## src/rtl/sys_bus_pkg.sv

```systemverilog
// -----------------------------------------------------------------------------
// sys_bus_pkg
// Shared definitions for the system-bus decoder slice:
//   - response encodings, shared with the AXI4-Lite slave's bresp/rresp
//   - decoder FSM state encoding
//   - default sub-bus count and local address width
//   - sub-bus index extraction and response helpers
// -----------------------------------------------------------------------------
package sys_bus_pkg;

  localparam int unsigned SYS_SN_DEF = 8;
  localparam int unsigned SYS_SA_DEF = 20;

  typedef enum logic [1:0] {
    RESP_OKAY   = 2'b00,
    RESP_SLVERR = 2'b10
  } sys_resp_e;

  typedef enum logic [0:0] {
    ST_IDLE = 1'b0,
    ST_PEND = 1'b1
  } dec_state_e;

  // Index field sits directly above the local address: addr[sa+iw-1:sa].
  function automatic logic [3:0] sys_bus_index(input logic [63:0] addr,
                                               input int unsigned sa,
                                               input int unsigned iw);
    logic [63:0] shifted;
    logic [63:0] mask;
    shifted = addr >> sa;
    mask    = (64'd1 << iw) - 64'd1;
    return 4'(shifted & mask);
  endfunction

  function automatic sys_resp_e resp_from_err(input logic err);
    return err ? RESP_SLVERR : RESP_OKAY;
  endfunction

endpackage

```

## src/rtl/sys_bus_decoder_if.sv

```systemverilog
// -----------------------------------------------------------------------------
// sys_bus_decoder_if
// Bundles the upstream system-bus channel and the SN broadcast sub-buses.
//   slave  : decoder view (takes upstream requests, drives the sub-buses)
//   master : environment view (upstream requester plus the peripherals)
// Upstream : sys_addr_i, sys_wdata_i, sys_sel_i, sys_wen_i, sys_ren_i,
//            sys_rdata_o, sys_err_o, sys_ack_o
// Sub-bus  : sub_addr_o, sub_wdata_o, sub_sel_o, sub_wen_o[SN], sub_ren_o[SN],
//            sub_rdata_i[SN*DW] (slave k at [k*DW +: DW]), sub_err_i, sub_ack_i
// -----------------------------------------------------------------------------
interface sys_bus_decoder_if
  import sys_bus_pkg::*;
#(
  parameter int unsigned SN = SYS_SN_DEF,
  parameter int unsigned AW = 32,
  parameter int unsigned DW = 32,
  parameter int unsigned SW = DW / 8
);

  logic [AW-1:0]    sys_addr_i;
  logic [DW-1:0]    sys_wdata_i;
  logic [SW-1:0]    sys_sel_i;
  logic             sys_wen_i;
  logic             sys_ren_i;
  logic [DW-1:0]    sys_rdata_o;
  logic             sys_err_o;
  logic             sys_ack_o;

  logic [AW-1:0]    sub_addr_o;
  logic [DW-1:0]    sub_wdata_o;
  logic [SW-1:0]    sub_sel_o;
  logic [SN-1:0]    sub_wen_o;
  logic [SN-1:0]    sub_ren_o;
  logic [SN*DW-1:0] sub_rdata_i;
  logic [SN-1:0]    sub_err_i;
  logic [SN-1:0]    sub_ack_i;

  modport slave (
    input  sys_addr_i, sys_wdata_i, sys_sel_i, sys_wen_i, sys_ren_i,
    output sys_rdata_o, sys_err_o, sys_ack_o,
    output sub_addr_o, sub_wdata_o, sub_sel_o, sub_wen_o, sub_ren_o,
    input  sub_rdata_i, sub_err_i, sub_ack_i
  );

  modport master (
    output sys_addr_i, sys_wdata_i, sys_sel_i, sys_wen_i, sys_ren_i,
    input  sys_rdata_o, sys_err_o, sys_ack_o,
    input  sub_addr_o, sub_wdata_o, sub_sel_o, sub_wen_o, sub_ren_o,
    output sub_rdata_i, sub_err_i, sub_ack_i
  );

endinterface

```

## src/rtl/sys_bus_tmo.sv

```systemverilog
// -----------------------------------------------------------------------------
// sys_bus_tmo
// Saturating timeout counter for one outstanding sub-bus access.
//   clk, rst_n : clock, asynchronous active-low reset
//   start      : load 0 and arm (takes priority over clear)
//   clear      : disarm and return to 0
//   expired    : registered; high while armed and TMO cycles have been counted
// The counter sits at 0 in the first armed cycle, so expired rises in the
// TMO-th armed cycle and holds there until cleared.
// -----------------------------------------------------------------------------
module sys_bus_tmo #(
  parameter int unsigned TMO = 16
) (
  input  logic clk,
  input  logic rst_n,
  input  logic start,
  input  logic clear,
  output logic expired
);

  localparam logic [4:0] LIMIT = 5'(TMO - 1);

  logic [4:0] cnt_r;
  logic [4:0] cnt_s;
  logic       run_r;
  logic       run_s;
  logic       expired_r;

  // Next count: load, clear, count up while armed, or hold at the limit.
  always_comb begin
    cnt_s = cnt_r;
    run_s = run_r;
    if (start) begin
      cnt_s = 5'd0;
      run_s = 1'b1;
    end else if (clear) begin
      cnt_s = 5'd0;
      run_s = 1'b0;
    end else if (run_r && (cnt_r != LIMIT)) begin
      cnt_s = cnt_r + 5'd1;
    end else begin
      cnt_s = cnt_r;
    end
  end

  // Counter, armed flag and expired flag registers.
  always_ff @(posedge clk or negedge rst_n) begin
    if (!rst_n) begin
      cnt_r     <= 5'd0;
      run_r     <= 1'b0;
      expired_r <= 1'b0;
    end else begin
      cnt_r     <= cnt_s;
      run_r     <= run_s;
      expired_r <= run_s && (cnt_s == LIMIT);
    end
  end

  assign expired = expired_r;

endmodule

```

## src/rtl/sys_bus_decoder.sv

```systemverilog
// -----------------------------------------------------------------------------
// sys_bus_decoder
// Routes the single upstream system-bus access to one of SN sub-buses picked
// by sys_addr_i[SA+log2(SN)-1:SA]. One access is outstanding at a time.
//   sys_clk_i  : clock
//   sys_rstn_i : asynchronous active-low reset
//   bus        : sys_bus_decoder_if.slave (upstream channel + sub-buses)
// Unmapped indices (SLV_EN bit clear) answer ack+err one cycle after the
// strobe. A mapped peripheral that stays silent for TMO cycles gets the same
// error response; its late acknowledge is then dropped.
// -----------------------------------------------------------------------------
module sys_bus_decoder
  import sys_bus_pkg::*;
#(
  parameter int unsigned   SN     = SYS_SN_DEF,
  parameter int unsigned   AW     = 32,
  parameter int unsigned   DW     = 32,
  parameter int unsigned   SW     = DW / 8,
  parameter int unsigned   SA     = SYS_SA_DEF,
  parameter logic [SN-1:0] SLV_EN = {SN{1'b1}},
  parameter int unsigned   TMO    = 16
) (
  input logic              sys_clk_i,
  input logic              sys_rstn_i,
  sys_bus_decoder_if.slave bus
);

  localparam int unsigned IW = $clog2(SN);

  dec_state_e    state_r;
  dec_state_e    state_s;
  logic [IW-1:0] idx_r;
  logic [IW-1:0] idx_s;
  logic          wr_r;
  logic          wr_s;
  logic [AW-1:0] addr_r;
  logic [AW-1:0] addr_s;
  logic [DW-1:0] wdata_r;
  logic [DW-1:0] wdata_s;
  logic [SW-1:0] sel_r;
  logic [SW-1:0] sel_s;
  logic [SN-1:0] sub_wen_r;
  logic [SN-1:0] sub_wen_s;
  logic [SN-1:0] sub_ren_r;
  logic [SN-1:0] sub_ren_s;
  logic          ack_r;
  logic          ack_s;
  logic          err_r;
  logic          err_s;
  logic [DW-1:0] rdata_r;
  logic [DW-1:0] rdata_s;
  sys_resp_e     resp_s;

  logic [IW-1:0] req_idx_s;
  logic          req_mapped_s;
  logic [SN-1:0] req_onehot_s;
  logic [AW-1:0] req_local_s;
  logic          tgt_ack_s;
  logic          tgt_err_s;
  logic [DW-1:0] tgt_rdata_s;
  logic          tmo_start_s;
  logic          tmo_clear_s;
  logic          tmo_expired_s;
  logic [DW-1:0] rdata_arr_s [SN];

  for (genvar k = 0; k < SN; k++) begin : g_rdata
    assign rdata_arr_s[k] = bus.sub_rdata_i[k*DW +: DW];
  end

  // Request decode is only meaningful while idle; the latched index is used in PEND.
  assign req_idx_s    = IW'(sys_bus_index(64'(bus.sys_addr_i), SA, IW));
  assign req_mapped_s = SLV_EN[req_idx_s];
  assign req_onehot_s = {{(SN-1){1'b0}}, 1'b1} << req_idx_s;
  assign req_local_s  = AW'(bus.sys_addr_i[SA-1:0]);

  // Only the latched target is observed; acks from other indices never matter.
  assign tgt_ack_s   = bus.sub_ack_i[idx_r];
  assign tgt_err_s   = bus.sub_err_i[idx_r];
  assign tgt_rdata_s = rdata_arr_s[idx_r];

  sys_bus_tmo #(
    .TMO (TMO)
  ) u_tmo (
    .clk     (sys_clk_i),
    .rst_n   (sys_rstn_i),
    .start   (tmo_start_s),
    .clear   (tmo_clear_s),
    .expired (tmo_expired_s)
  );

  // Next-state and next-output logic of the access FSM.
  always_comb begin
    state_s     = state_r;
    idx_s       = idx_r;
    wr_s        = wr_r;
    addr_s      = addr_r;
    wdata_s     = wdata_r;
    sel_s       = sel_r;
    sub_wen_s   = '0;
    sub_ren_s   = '0;
    ack_s       = 1'b0;
    rdata_s     = rdata_r;
    resp_s      = RESP_OKAY;
    tmo_start_s = 1'b0;
    tmo_clear_s = 1'b0;

    case (state_r)
      ST_IDLE: begin
        if (bus.sys_wen_i || bus.sys_ren_i) begin
          // Write wins when both strobes arrive together.
          idx_s   = req_idx_s;
          wr_s    = bus.sys_wen_i;
          addr_s  = req_local_s;
          wdata_s = bus.sys_wdata_i;
          sel_s   = bus.sys_sel_i;
          if (req_mapped_s) begin
            if (bus.sys_wen_i) begin
              sub_wen_s = req_onehot_s;
            end else begin
              sub_ren_s = req_onehot_s;
            end
            tmo_start_s = 1'b1;
            state_s     = ST_PEND;
          end else begin
            ack_s   = 1'b1;
            resp_s  = RESP_SLVERR;
            rdata_s = '0;
            state_s = ST_IDLE;
          end
        end else begin
          state_s = ST_IDLE;
        end
      end

      ST_PEND: begin
        // An ack in the last counted cycle still beats the timeout.
        if (tgt_ack_s) begin
          ack_s       = 1'b1;
          resp_s      = resp_from_err(tgt_err_s);
          rdata_s     = wr_r ? '0 : tgt_rdata_s;
          tmo_clear_s = 1'b1;
          state_s     = ST_IDLE;
        end else if (tmo_expired_s) begin
          ack_s       = 1'b1;
          resp_s      = RESP_SLVERR;
          rdata_s     = '0;
          tmo_clear_s = 1'b1;
          state_s     = ST_IDLE;
        end else begin
          state_s = ST_PEND;
        end
      end

      default: begin
        tmo_clear_s = 1'b1;
        state_s     = ST_IDLE;
      end
    endcase

    err_s = ack_s && (resp_s == RESP_SLVERR);
  end

  // State, latched request and registered outputs.
  always_ff @(posedge sys_clk_i or negedge sys_rstn_i) begin
    if (!sys_rstn_i) begin
      state_r   <= ST_IDLE;
      idx_r     <= '0;
      wr_r      <= 1'b0;
      addr_r    <= '0;
      wdata_r   <= '0;
      sel_r     <= '0;
      sub_wen_r <= '0;
      sub_ren_r <= '0;
      ack_r     <= 1'b0;
      err_r     <= 1'b0;
      rdata_r   <= '0;
    end else begin
      state_r   <= state_s;
      idx_r     <= idx_s;
      wr_r      <= wr_s;
      addr_r    <= addr_s;
      wdata_r   <= wdata_s;
      sel_r     <= sel_s;
      sub_wen_r <= sub_wen_s;
      sub_ren_r <= sub_ren_s;
      ack_r     <= ack_s;
      err_r     <= err_s;
      rdata_r   <= rdata_s;
    end
  end

  assign bus.sys_ack_o   = ack_r;
  assign bus.sys_err_o   = err_r;
  assign bus.sys_rdata_o = rdata_r;
  assign bus.sub_addr_o  = addr_r;
  assign bus.sub_wdata_o = wdata_r;
  assign bus.sub_sel_o   = sel_r;
  assign bus.sub_wen_o   = sub_wen_r;
  assign bus.sub_ren_o   = sub_ren_r;

endmodule

```

## src/flat_wrapper.sv

```systemverilog
// flat-port wrapper written by rule: the top's interface ports become plain ports
module sys_bus_decoder_flat import sys_bus_pkg::*;
#(
  parameter int unsigned   SN     = SYS_SN_DEF,
  parameter int unsigned   AW     = 32,
  parameter int unsigned   DW     = 32,
  parameter int unsigned   SW     = DW / 8,
  parameter int unsigned   SA     = SYS_SA_DEF,
  parameter logic [SN-1:0] SLV_EN = {SN{1'b1}},
  parameter int unsigned   TMO    = 16
)
  (sys_clk_i, sys_rstn_i, bus_sys_addr_i, bus_sys_wdata_i, bus_sys_sel_i, bus_sys_wen_i, bus_sys_ren_i, bus_sys_rdata_o, bus_sys_err_o, bus_sys_ack_o, bus_sub_addr_o, bus_sub_wdata_o, bus_sub_sel_o, bus_sub_wen_o, bus_sub_ren_o, bus_sub_rdata_i, bus_sub_err_i, bus_sub_ack_i);
  sys_bus_decoder_if #(.SN(SN), .AW(AW), .DW(DW), .SW(SW)) bus_i ();
  input logic sys_clk_i;
  input logic sys_rstn_i;
  input wire logic [$bits(bus_i.sys_addr_i)-1:0] bus_sys_addr_i;
  input wire logic [$bits(bus_i.sys_wdata_i)-1:0] bus_sys_wdata_i;
  input wire logic [$bits(bus_i.sys_sel_i)-1:0] bus_sys_sel_i;
  input wire logic [$bits(bus_i.sys_wen_i)-1:0] bus_sys_wen_i;
  input wire logic [$bits(bus_i.sys_ren_i)-1:0] bus_sys_ren_i;
  output wire logic [$bits(bus_i.sys_rdata_o)-1:0] bus_sys_rdata_o;
  output wire logic [$bits(bus_i.sys_err_o)-1:0] bus_sys_err_o;
  output wire logic [$bits(bus_i.sys_ack_o)-1:0] bus_sys_ack_o;
  output wire logic [$bits(bus_i.sub_addr_o)-1:0] bus_sub_addr_o;
  output wire logic [$bits(bus_i.sub_wdata_o)-1:0] bus_sub_wdata_o;
  output wire logic [$bits(bus_i.sub_sel_o)-1:0] bus_sub_sel_o;
  output wire logic [$bits(bus_i.sub_wen_o)-1:0] bus_sub_wen_o;
  output wire logic [$bits(bus_i.sub_ren_o)-1:0] bus_sub_ren_o;
  input wire logic [$bits(bus_i.sub_rdata_i)-1:0] bus_sub_rdata_i;
  input wire logic [$bits(bus_i.sub_err_i)-1:0] bus_sub_err_i;
  input wire logic [$bits(bus_i.sub_ack_i)-1:0] bus_sub_ack_i;
  assign bus_i.sys_addr_i = bus_sys_addr_i;
  assign bus_i.sys_wdata_i = bus_sys_wdata_i;
  assign bus_i.sys_sel_i = bus_sys_sel_i;
  assign bus_i.sys_wen_i = bus_sys_wen_i;
  assign bus_i.sys_ren_i = bus_sys_ren_i;
  assign bus_sys_rdata_o = bus_i.sys_rdata_o;
  assign bus_sys_err_o = bus_i.sys_err_o;
  assign bus_sys_ack_o = bus_i.sys_ack_o;
  assign bus_sub_addr_o = bus_i.sub_addr_o;
  assign bus_sub_wdata_o = bus_i.sub_wdata_o;
  assign bus_sub_sel_o = bus_i.sub_sel_o;
  assign bus_sub_wen_o = bus_i.sub_wen_o;
  assign bus_sub_ren_o = bus_i.sub_ren_o;
  assign bus_i.sub_rdata_i = bus_sub_rdata_i;
  assign bus_i.sub_err_i = bus_sub_err_i;
  assign bus_i.sub_ack_i = bus_sub_ack_i;
  sys_bus_decoder #(.SN(SN), .AW(AW), .DW(DW), .SW(SW), .SA(SA), .SLV_EN(SLV_EN), .TMO(TMO)) u_core (.sys_clk_i(sys_clk_i), .sys_rstn_i(sys_rstn_i), .bus(bus_i));
endmodule
```

## config.mk

```make
export PLATFORM = sky130hd
export DESIGN_NAME = sys_bus_decoder_flat
export DESIGN_NICKNAME = d
export VERILOG_FILES = /design/src/rtl/sys_bus_pkg.sv /design/src/rtl/sys_bus_decoder_if.sv /design/src/rtl/sys_bus_tmo.sv /design/src/rtl/sys_bus_decoder.sv /design/src/flat_wrapper.sv
export SDC_FILE = /design/constraint.sdc
export NUM_CORES = 1
export LEC_CHECK = 0
export ABC_AREA = 1
export BUFFER_PORTS_ARGS = -buffer_cell sky130_fd_sc_hd__buf_4
export CORE_AREA = 2 2 181 183
export DETAILED_ROUTE_END_ITERATION = 6
export DIE_AREA = 0 0 183 185
export SYNTH_ARGS = -nofsm -noshare
export SYNTH_HDL_FRONTEND = slang
export SYNTH_SLANG_ARGS = --single-unit
```

## constraint.sdc

```tcl
create_clock -name sys_clk_i -period 2.3 [get_ports sys_clk_i]
set_input_delay 0.23 -clock sys_clk_i [delete_from_list [all_inputs] [get_ports sys_clk_i]]
set_output_delay 0.23 -clock sys_clk_i [all_outputs]
set_load 0.1 [all_outputs]
```

# Word level (Yosys, flattened, before mapping)
# Memory sizes are Yosys's and may differ from the RTL's.
# Index checks and enable logic that the tools add are counted.
# totals
in_bits	344
n_memories	1
mem_bits_ro	8
latchBits	0
regBits	118
elab_cells	79
ramBits	0
# mem_list
name	words	word_bits	rd	rd_clocked_by_memory_dff	write_ports	line	source
(name not given)	8	1	1	0	0	sys_bus_decoder.sv:72	assign req_mapped_s = SLV_EN[req_idx_s];
# classes
order_cmp	3
n_mux	45
bitwise	2
n_eq_ne	6
n_reduce_logical	6
div	0
n_shift	1
n_addsub	1
multipliers	0
# op_table
op	count
32-bit 2-to-1 mux	7
32-bit binary-select mux with 3-bit select	1
8-bit 2-to-1 mux	8
32-bit one-hot mux with 2 select lines	1
1-bit 2-to-1 mux	15
5-bit 2-to-1 mux	3
2-bit 2-to-1 mux	5
3-bit by 4-bit < comparator with 1-bit output, second input constant	2
1-bit by 3-bit << shifter with 8-bit output, first input constant	1
1-bit binary-select mux with 3-bit select	2
5-bit by 1-bit adder with 5-bit output, second input constant	1
5-bit by 4-bit equality test with 1-bit output, second input constant	1
5-bit by 4-bit inequality test with 1-bit output, second input constant	1
4-bit >= comparator, second input constant	1
3-bit inverter with 4-bit output	1
1-bit one-hot mux with 2 select lines	2
2-bit one-hot mux with 2 select lines	1
1-bit logical AND	3
3-bit inequality test, second input constant	1
3-bit AND reduction	1
2-bit equality test, second input constant	1
2-bit by 1-bit inequality test with 1-bit output, second input constant	1
2-bit inequality test, second input constant	1
2-bit AND reduction	1
other kinds (2)	2

# Logic depth before layout (Yosys ltp)
# Gate-level depths: netlist of run 1.
# logic_depth
word_depth	8
mapped_depth	11

# Cells and area by module
# From an unflattened synthesis of run 1, not the netlist that was laid out.
# unflattened
hier_cells	1255
area_unflattened_um2	7686.1
# by_module_without_submodules
mod	instances	cells_per_inst	seq_area_each_um2	area_per_inst_um2
sys_bus_decoder	1	1203	2777.7	7268.2
sys_bus_tmo	1	52	175.2	417.9

# Worst setup path after synthesis of run 1
# Ideal clock, no wire load.
# synth_timing
path_kind	reg2reg
start	register u_core.u_tmo.cnt_r[0]
end	register u_core.u_tmo.expired_r (netlist: u_core.u_tmo.expired)
path_stages_with_launch	11
required_time_ns	2.228
n_path_buf	0
slack_ns	0.581
t_arrival_ns	1.647
setup_time_ns	0.072
path_cell_list	dfrtp_1 > ha_1 > and3_1 > ha_1 > nor2_2 > inv_1 > o21ai_1 > nand2_1 > nor2_1 > nand3_1 > nor2_1
# synth_via
elab_chain_len	7
word_cells_on_any_way	8
# synth_rtl
element	line	source
start: declaration	sys_bus_tmo.sv:23	logic [4:0] cnt_r;
start signal: assignment	sys_bus_tmo.sv:53	cnt_r <= cnt_s;
parallel branches: the longest is 2 deep, another holds 5-bit by 1-bit adder with 5-bit output	-	
5-bit 2-to-1 mux (*)	sys_bus_tmo.sv:39	end else if (run_r && (cnt_r != LIMIT)) begin
5-bit 2-to-1 mux (*)	sys_bus_tmo.sv:36	end else if (clear) begin
5-bit 2-to-1 mux (*)	sys_bus_tmo.sv:33	if (start) begin
5-bit by 4-bit equality test with 1-bit output (*)	sys_bus_tmo.sv:55	expired_r <= run_s && (cnt_s == LIMIT);
1-bit logical AND (*)	sys_bus_tmo.sv:55	
end signal: assignment	sys_bus_tmo.sv:55	
end: declaration	sys_bus_tmo.sv:27	logic expired_r;
# Mark *: on every way between the ends.
# A chain may end at the register's enable or synchronous reset.

# Final worst setup path of run 1
# layout_timing
start	register u_core.idx_r[0]
end	register u_core.u_tmo.run_r
# layout_via
elab_chain_len	6
# layout_rtl
element	line	source
start: declaration	sys_bus_decoder.sv:32	logic [IW-1:0] idx_r;
start signal: assignment	sys_bus_decoder.sv:179	idx_r <= idx_s;
1-bit binary-select mux with 3-bit select	sys_bus_decoder.sv:77	assign tgt_ack_s = bus.sub_ack_i[idx_r];
1-bit 2-to-1 mux (implied by the code)	sys_bus_decoder.sv:77	
1-bit 2-to-1 mux	sys_bus_decoder.sv:137	if (tgt_ack_s) begin
1-bit 2-to-1 mux	sys_bus_decoder.sv:107	case (state_r)
1-bit 2-to-1 mux	sys_bus_tmo.sv:36	
1-bit 2-to-1 mux	sys_bus_tmo.sv:33	
net u_core.u_tmo.run_s	sys_bus_tmo.sv:26	logic run_s;
end signal: assignment	sys_bus_tmo.sv:54	run_r <= run_s;
end: declaration	sys_bus_tmo.sv:25	logic run_r;
# The timed path passes the listed nets, and every way through them passes these cells. The select of a mux whose other input is x is not followed.

==> flow_metrics.py, run 1 <==
metrics = {
    "status": {
        "status": "finished, final reports clean",
    },
    "synthesis": {
        "synth_top_area_share": 0.416,
        "ys_warn_count": 0,
        "yosys.cell_count.top_type": "nand2_1",
        "netlist_top_cells_area": "dfrtp_1 42%, nand2_1 14%, nor2_1 11%",
        "ys_seq_area_frac": 0.416,
        "synthDistinctLibCells": 32,
        "synth_cells": 983,
        "avgSynthCellArea_sq_um": 7.22,
        "netlist_area_sq_mm": 0.00710,
        "synth_common_cells": "259 x nand2_1, 203 x nor2_1, 118 x dfrtp_1",
        "synth_edf_count": 0,
        "synth-seq-cells": 118,
        "synthArstFlopShare": 1.00,
        "yosys.area.top_type": "dfrtp_1",
        "yosys_most_used_dff": "dfrtp_1",
    },
    "critical_path": {
        "cp-start-kind": "register",
        "cpMostUsedCell": "nand2_4",
        "slowest_stage": "dfrtp_4",
        "crit_fanout": 37,
        "cp_cell_sequence": "inv_4 -> nand2_1 -> nand3_1 -> nand3_2 -> nand2_4 -> nand2_2 -> nand2_4 -> inv_1 -> o21ai_1",
        "reg2regPathDepth": 9,
        "crit_required_ns": 2.64,
        "max_stage_delay_ns": 0.54,
        "path_depth": 9,
        "critical_path_class": "register to register",
        "critPathCaptureType": "register",
        "arrival_ns": 2.32,
        "critPathBufInv": 2,
        "crit_family": "simple AND/OR/NAND/NOR gates",
    },
    "global_routing": {
        "antenna_found_initial": 3,
        "grt_pass1_vias": 8413,
        "grt_usage": 0.183,
        "overflow": 0,
        "grt_pass1_wl_microns": 47800,
        "grt_max_degree": 69,
    },
    "route": {
        "remaining_drc_errors": 0,
        "drtIter0Drc": 383,
        "postRouteAntennaNets": 0,
        "drt-pass1-iter-count": 5,
        "wl_per_cell_microns": 17.1,
        "wirelength_microns": 31700,
        "vias": 8281,
        "route.detailed.vias_per_inst": 4.48,
    },
    "sta": {
        "setup_viol": 0,
        "period_share": 0.859,
        "whs_ns": 0.0152,
        "finalSetupTns_ns": 0,
        "period_needed_ns": 1.98,
        "skew_ns": 0.00830,
        "final_hold_viol_count": 0,
        "slew_headroom": 0.605,
        "worst_pin_slew_ns": 0.592,
        "rsz0062_at_grt": "false",
        "fmax_mhz": 506,
        "maxSlewViolCount": 0,
    },
    "clock_tree": {
        "numCtsBuffers": 17,
        "root_buffer": "clkbuf_16",
        "clk_latency_ns": 0.42,
        "path_clk_slew_ns": 0.07,
        "cts_resized": 0,
        "cts_max_level": 4,
        "cts_tree": "built",
        "clock-sinks": 118,
        "clock_path_buffers": 2,
        "cts_setup_buffers": 0,
    },
    "floorplanning": {
        "dieArea_sq_mm": 0.0339,
        "die_height_microns": 185,
        "ios": 462,
        "start_util": 0.222,
        "die_x_microns": 183,
        "coreArea_sq_mm": 0.0320,
        "rows": 66,
    },
    "place": {
        "portBuffers": 440,
        "dp_cells": 1778,
        "dpl.hpwl_microns": 23500,
        "gp_congestion": 0.894,
    },
    "power": {
        "power.total_mw": 19.2,
        "vdd_drop_max_mv": 1.23,
        "p_leak_nw": 5.89,
        "power.density_mw_per_mm2": 1640,
    },
    "run": {
        "cap_viol_max_count": 0,
    },
    "cells_and_area": {
        "nFillCells": 3412,
        "instances_no_fill": 1849,
        "multi_input_area_sq_mm": 0.00360,
        "regArea_sq_mm": 0.00296,
        "syn2layout_area_growth_pct": 64.6,
        "fin_nets": 1773,
        "layout-drive-gt1-share": 0.375,
    },
    "worst_hold_path": {
        "hold_depth": 3,
        "min_path_type": "input pin to register",
    },
}
-- cell type report --
| cell class | count | share of cell area |
|---|---|---|
| timing repair buffer | 498 | 0.335 |
| clock buffer | 17 | 0.0364 |
| tap | 408 | 0.0437 |
| sequential | 118 | 0.253 |
| inverter | 25 | 0.00824 |
| antenna | 1 | 0.000214 |
| multi-input combinational | 767 | 0.308 |
| clock inverter | 15 | 0.0153 |
-- report_power, final --
group          switching, mW  internal [mW]  total [mW]
clock                   1.27           1.48        2.75
combinational           9.90           3.16        13.1
sequential             0.496           2.90        3.39
total                   11.7           7.54        19.2
-- cells by family after synthesis --
| family | after synthesis | share of synthesized area |
|---|---|---|
| other | 1 | 0.000528 |
| AO/OA/AOI/OAI | 230 | 0.186 |
| XOR/XNOR | 2 | 0.00247 |
| buffers and inverters | 109 | 0.0842 |
| adder cells (fa/ha/maj) | 2 | 0.00352 |
| flip-flops | 118 | 0.416 |
| AND/OR/NAND/NOR | 521 | 0.307 |
-- worst min-delay path, cell delays in order --
cell     delay, ns
buf_4         0.08
nand2_1       0.05
nand2_1       0.05
-- cell usage in the layout, fill, tap and decap left out --
cell type / n
clkinv_1: 1
nor2_4: 1
buf_4: 453
dlygate4sd3_1: 38
nand3_1: 25
inv_1: 18
o211ai_1: 46
inv_8: 7
nand4_1: 2
nor2_2: 1
inv_6: 3
o21ai_2: 8
a21oi_1: 2
o21ai_1: 70
or2_2: 1
nand3b_1: 1
and3_1: 1
ha_1: 2
inv_4: 1
diode_2: 1
clkinv_8: 4
nor2_8: 1
o21ai_0: 84
dfrtp_2: 1
dfrtp_1: 115
clkbuf_16: 17
o22ai_1: 20
nand2_2: 2
xnor2_1: 1
nand2_1: 259
clkinv_4: 1
nand2_4: 2
buf_6: 1
conb_1: 12
nor2_1: 202
inv_2: 5
buf_12: 6
nand3_2: 23
dfrtp_4: 2
xor2_1: 1
-- repair_timing --
item / in CTS / in global routing
hold buffers: 38 / 0
endpoints found under the hold margin: 85 / 0
setup endpoints to repair: 0 / 0
-- worst paths after layout --
kind	startpoint	endpoint	slack, ns
max	u_core.idx_r[0]	u_core.u_tmo.run_r	0.32
max reg2reg	u_core.idx_r[0]	u_core.u_tmo.run_r	0.32
min reg2reg	u_core.bus.sub_wdata_o[15]	u_core.bus.sub_wdata_o[15]	0.47
min in group asynchronous	sys_rstn_i	u_core.bus.sub_wdata_o[21]	0.33
min	bus_sys_wdata_i[10]	u_core.bus.sub_wdata_o[10]	0.02
max in group asynchronous	sys_rstn_i	u_core.bus.sub_wdata_o[30]	1.27
-- stage by stage --
| stage | worst slack [ns] | utilization | cell area, sq um |
|---|---|---|---|
| 2_1_floorplan | 0.581 | - | 7140 |
| 3_3_place_gp | 0.302 | 0.334 | 10700 |
| 3_5_place_dp | 0.270 | 0.334 | 10700 |
| 4_1_cts | 0.249 | 0.365 | 11700 |
| 5_1_grt | 0.0940 | 0.365 | 11700 |
| 6_report | 0.323 | 0.365 | 11700 |
-- state kept, by name, summed over array words and instances (netlist names), 3 cells and up --
register and count:
u_core.bus.sub_wen_o 8, u_core.bus.sub_addr_o 20, u_core.bus.sys_rdata_o 32, u_core.idx_r 3, u_core.bus.sub_wdata_o 32, u_core.u_tmo.cnt_r 5
u_core.bus.sub_sel_o 4, u_core.bus.sub_ren_o 8
-- routing by layer --
metal  share of wire  vias up  GRT usage
met1            0.42     3825      0.221
met2            0.50      331      0.329
li1                -     4098          -
met4           0.015        2     0.0442
met5         0.00032        -          0
met3           0.070       25     0.0435
No activity file was read; power rests on OpenSTA's default activity.
==> run 2, diff against run 1 <==
--- a/config.mk
+++ b/config.mk
@@ -6,6 +6,7 @@
 export NUM_CORES = 1
 export LEC_CHECK = 0
 export ABC_AREA = 1
+export ABC_CLOCK_PERIOD_IN_PS = 1900
 export BUFFER_PORTS_ARGS = -buffer_cell sky130_fd_sc_hd__buf_4
 export CORE_AREA = 2 2 181 183
 export DETAILED_ROUTE_END_ITERATION = 6
==> constraint.sdc (replaced) <==
create_clock -name sys_clk_i -period 1.9 [get_ports sys_clk_i]
set_input_delay 0.19 -clock sys_clk_i [delete_from_list [all_inputs] [get_ports sys_clk_i]]
set_output_delay 0.19 -clock sys_clk_i [all_outputs]
set_load 0.1 [all_outputs]
==> run 2 against run 1 <==
Clock power increased by 21%. Largest power group unchanged. Flip-flop and latch count unchanged. Core utilization increased by 1.7 points. First-iteration DRC count increased by 25%. Final cell count increased by 2.3%. Critical path depth unchanged. Die area unchanged. Setup slack got worse by 0.24 ns. Sequential share of layout area decreased by 1.1 points. Via count increased by 4.3%. Global-route usage increased by 0.11 points.
==> flow_metrics.py, run 2 (synthesis gave the netlist of run 1 again) <==
metrics = {
    "route": {
        "remaining_drc_errors": 0,
        "top_layer_used": "met4",
        "drtIter0Drc": 480,
        "postRouteAntennaNets": 0,
        "drt-pass1-iter-count": 5,
        "wl_per_cell_microns": 17.5,
        "wl_met1_microns": 13300,
        "wl_met3_microns": 2410,
        "wl_met2_microns": 16900,
        "vias": 8634,
        "wirelength_microns": 33100,
        "route.detailed.vias_per_inst": 4.56,
    },
    "clock_tree": {
        "cts_max_level": 4,
        "cts_tree": "built",
        "clock_path_buffers": 2,
        "root_buffer": "clkbuf_16",
        "numCtsBuffers": 17,
        "clk_latency_ns": 0.43,
        "clock-sinks": 118,
        "path_clk_slew_ns": 0.07,
    },
    "sta": {
        "setup_viol": 0,
        "period_share": 0.959,
        "rsz0062_at_grt": "true",
        "final_hold_viol_count": 0,
        "finalSetupTns_ns": 0,
        "whs_ns": 0.00758,
        "skew_ns": 0.0178,
        "fmax_mhz": 549,
        "period_needed_ns": 1.82,
        "layout_setup_ws_ns": 0.0785,
        "maxSlewViolCount": 0,
    },
    "status": {
        "status": "finished, final reports clean",
    },
    "cells_and_area": {
        "layout-drive-gt1-share": 0.384,
        "mostFrequentLayoutCells": "470 x buf_4, 259 x nand2_1, 202 x nor2_1",
        "antenna_cells": 0,
        "syn2layout_area_growth_pct": 72.0,
        "final_common_cell": "buf_4",
        "utilization": 0.381,
        "fin_nets": 1817,
    },
    "global_routing": {
        "grt_pass1_vias": 8592,
        "grt_max_degree": 54,
        "grt_pass1_wl_microns": 48100,
        "overflow": 0,
        "antenna_found_initial": 0,
        "grt_usage": 0.185,
    },
    "critical_path": {
        "slowest_stage": "dfrtp_1",
        "critical_path_class": "register to register",
        "crit_fanout": 7,
        "critPathCaptureType": "register",
        "cp_cell_sequence": "ha_1 -> and3_1 -> ha_1 -> nor2_4 -> nand4_1 -> xor2_1 -> nor2_1 -> nand3_1 -> nor2_1",
        "max_stage_delay_ns": 0.41,
        "crit_required_ns": 2.24,
        "arrival_ns": 2.16,
        "cp-start-kind": "register",
    },
    "power": {
        "p_int_mw": 9.88,
        "power_frac_comb": 0.691,
        "clkPwrFrac": 0.137,
        "power.density_mw_per_mm2": 1990,
        "switchingPower_mw": 14.5,
        "vdd_drop_max_mv": 1.52,
        "switching_share": 0.594,
        "p_leak_nw": 6.15,
        "p_seq_frac": 0.172,
    },
    "worst_hold_path": {
        "min_path_type": "input pin to register",
    },
    "place": {
        "gp_congestion": 0.829,
        "dpl.hpwl_microns": 24100,
        "portBuffers": 440,
        "pre_cts_ws_ns": 0.0413,
    },
    "floorplanning": {
        "rows": 66,
        "coreArea_sq_mm": 0.0320,
        "die_x_microns": 183,
        "start_util": 0.222,
        "die_height_microns": 185,
        "ios": 462,
        "dieArea_sq_mm": 0.0339,
    },
    "run": {
        "cap_viol_max_count": 0,
    },
}
[run 2: changes by cell type in the layout (fill, tap and decap cells not counted), sizes merged]
cell | before | now
buf | 460 | 484
dlygate4sd3 | 38 | 54
clkbuf | 17 | 21
diode | 1 | 0
[run 2: metrics by stage]
| step | power (mW) | cells | cell area (sq um) |
|---|---|---|---|
| finish | 24.3 | 1892 | 12200 |
| global route | 25.8 | 1892 | 12200 |
| CTS | 24.0 | 1884 | 12100 |
| detailed placement | 20.5 | 1798 | 10900 |
| global placement | 20.4 | 1798 | 10900 |
| floorplan | 16.1 | 994 | 7140 |
[run 2: timing repair]
action | in CTS | in global routing
setup endpoints to repair | 0 | 4
hold buffers | 54 | 0
endpoints found under the hold margin | 84 | 0
gates resized for setup | 0 | 4
buffers inserted | 0 | 4
[run 2: metal layers]
layer | up-vias | GRT usage
li1 | 4188 | -
met1 | 4071 | 0.217
met2 | 352 | 0.335
met3 | 23 | 0.0444
met4 | 0 | 0.0490
met5 | - | 0
[run 2: area by class of cell]
type | count | area [sq um]
Clock inverter | 15 | 179
Clock buffer | 17 | 425
Tap cell | 408 | 510
Multi-Input combinational cell | 767 | 3610
Timing Repair Buffer | 542 | 4430
Sequential cell | 118 | 2960
Fill cell | 3310 | 19800
Inverter | 25 | 96.3
[run 2: power groups by stage]
stage | Combinational [mW] | Clock, mW | Sequential, mW
2_1_floorplan | 5.78 | 0 | 10.3
6_report | 16.8 | 3.34 | 4.18
5_1_grt | 18.0 | 3.54 | 4.31
3_5_place_dp | 16.3 | 0 | 4.20
3_3_place_gp | 16.2 | 0 | 4.18
4_1_cts | 16.4 | 3.45 | 4.19
[run 2: worst max-delay path: cells and delay by family (launching register included)]
kind,cells,cell delay (ns)
adder cells (fa/ha/maj),2,0.42
XOR/XNOR,1,0.17
flip-flops,1,0.41
AND/OR/NAND/NOR,6,0.75
[run 2: worst paths after layout]
| check | start | to | slack, ns | cells past startpoint |
|---|---|---|---|---|
| setup / recovery | u_core.u_tmo.cnt_r[0] | u_core.u_tmo.expired | 0.08 | 9 |
| hold / removal | bus_sys_wdata_i[19] | u_core.bus.sub_wdata_o[19] | 0.008 | 3 |
| setup reg to reg | u_core.u_tmo.cnt_r[0] | u_core.u_tmo.expired | 0.08 | 9 |
| hold reg to reg | u_core.bus.sub_addr_o[19] | u_core.bus.sub_addr_o[19] | 0.47 | 2 |
| max in group asynchronous | sys_rstn_i | u_core.bus.sys_rdata_o[23] | 1.08 | 3 |
| min in group asynchronous | sys_rstn_i | u_core.bus.sub_wdata_o[23] | 0.23 | 2 |
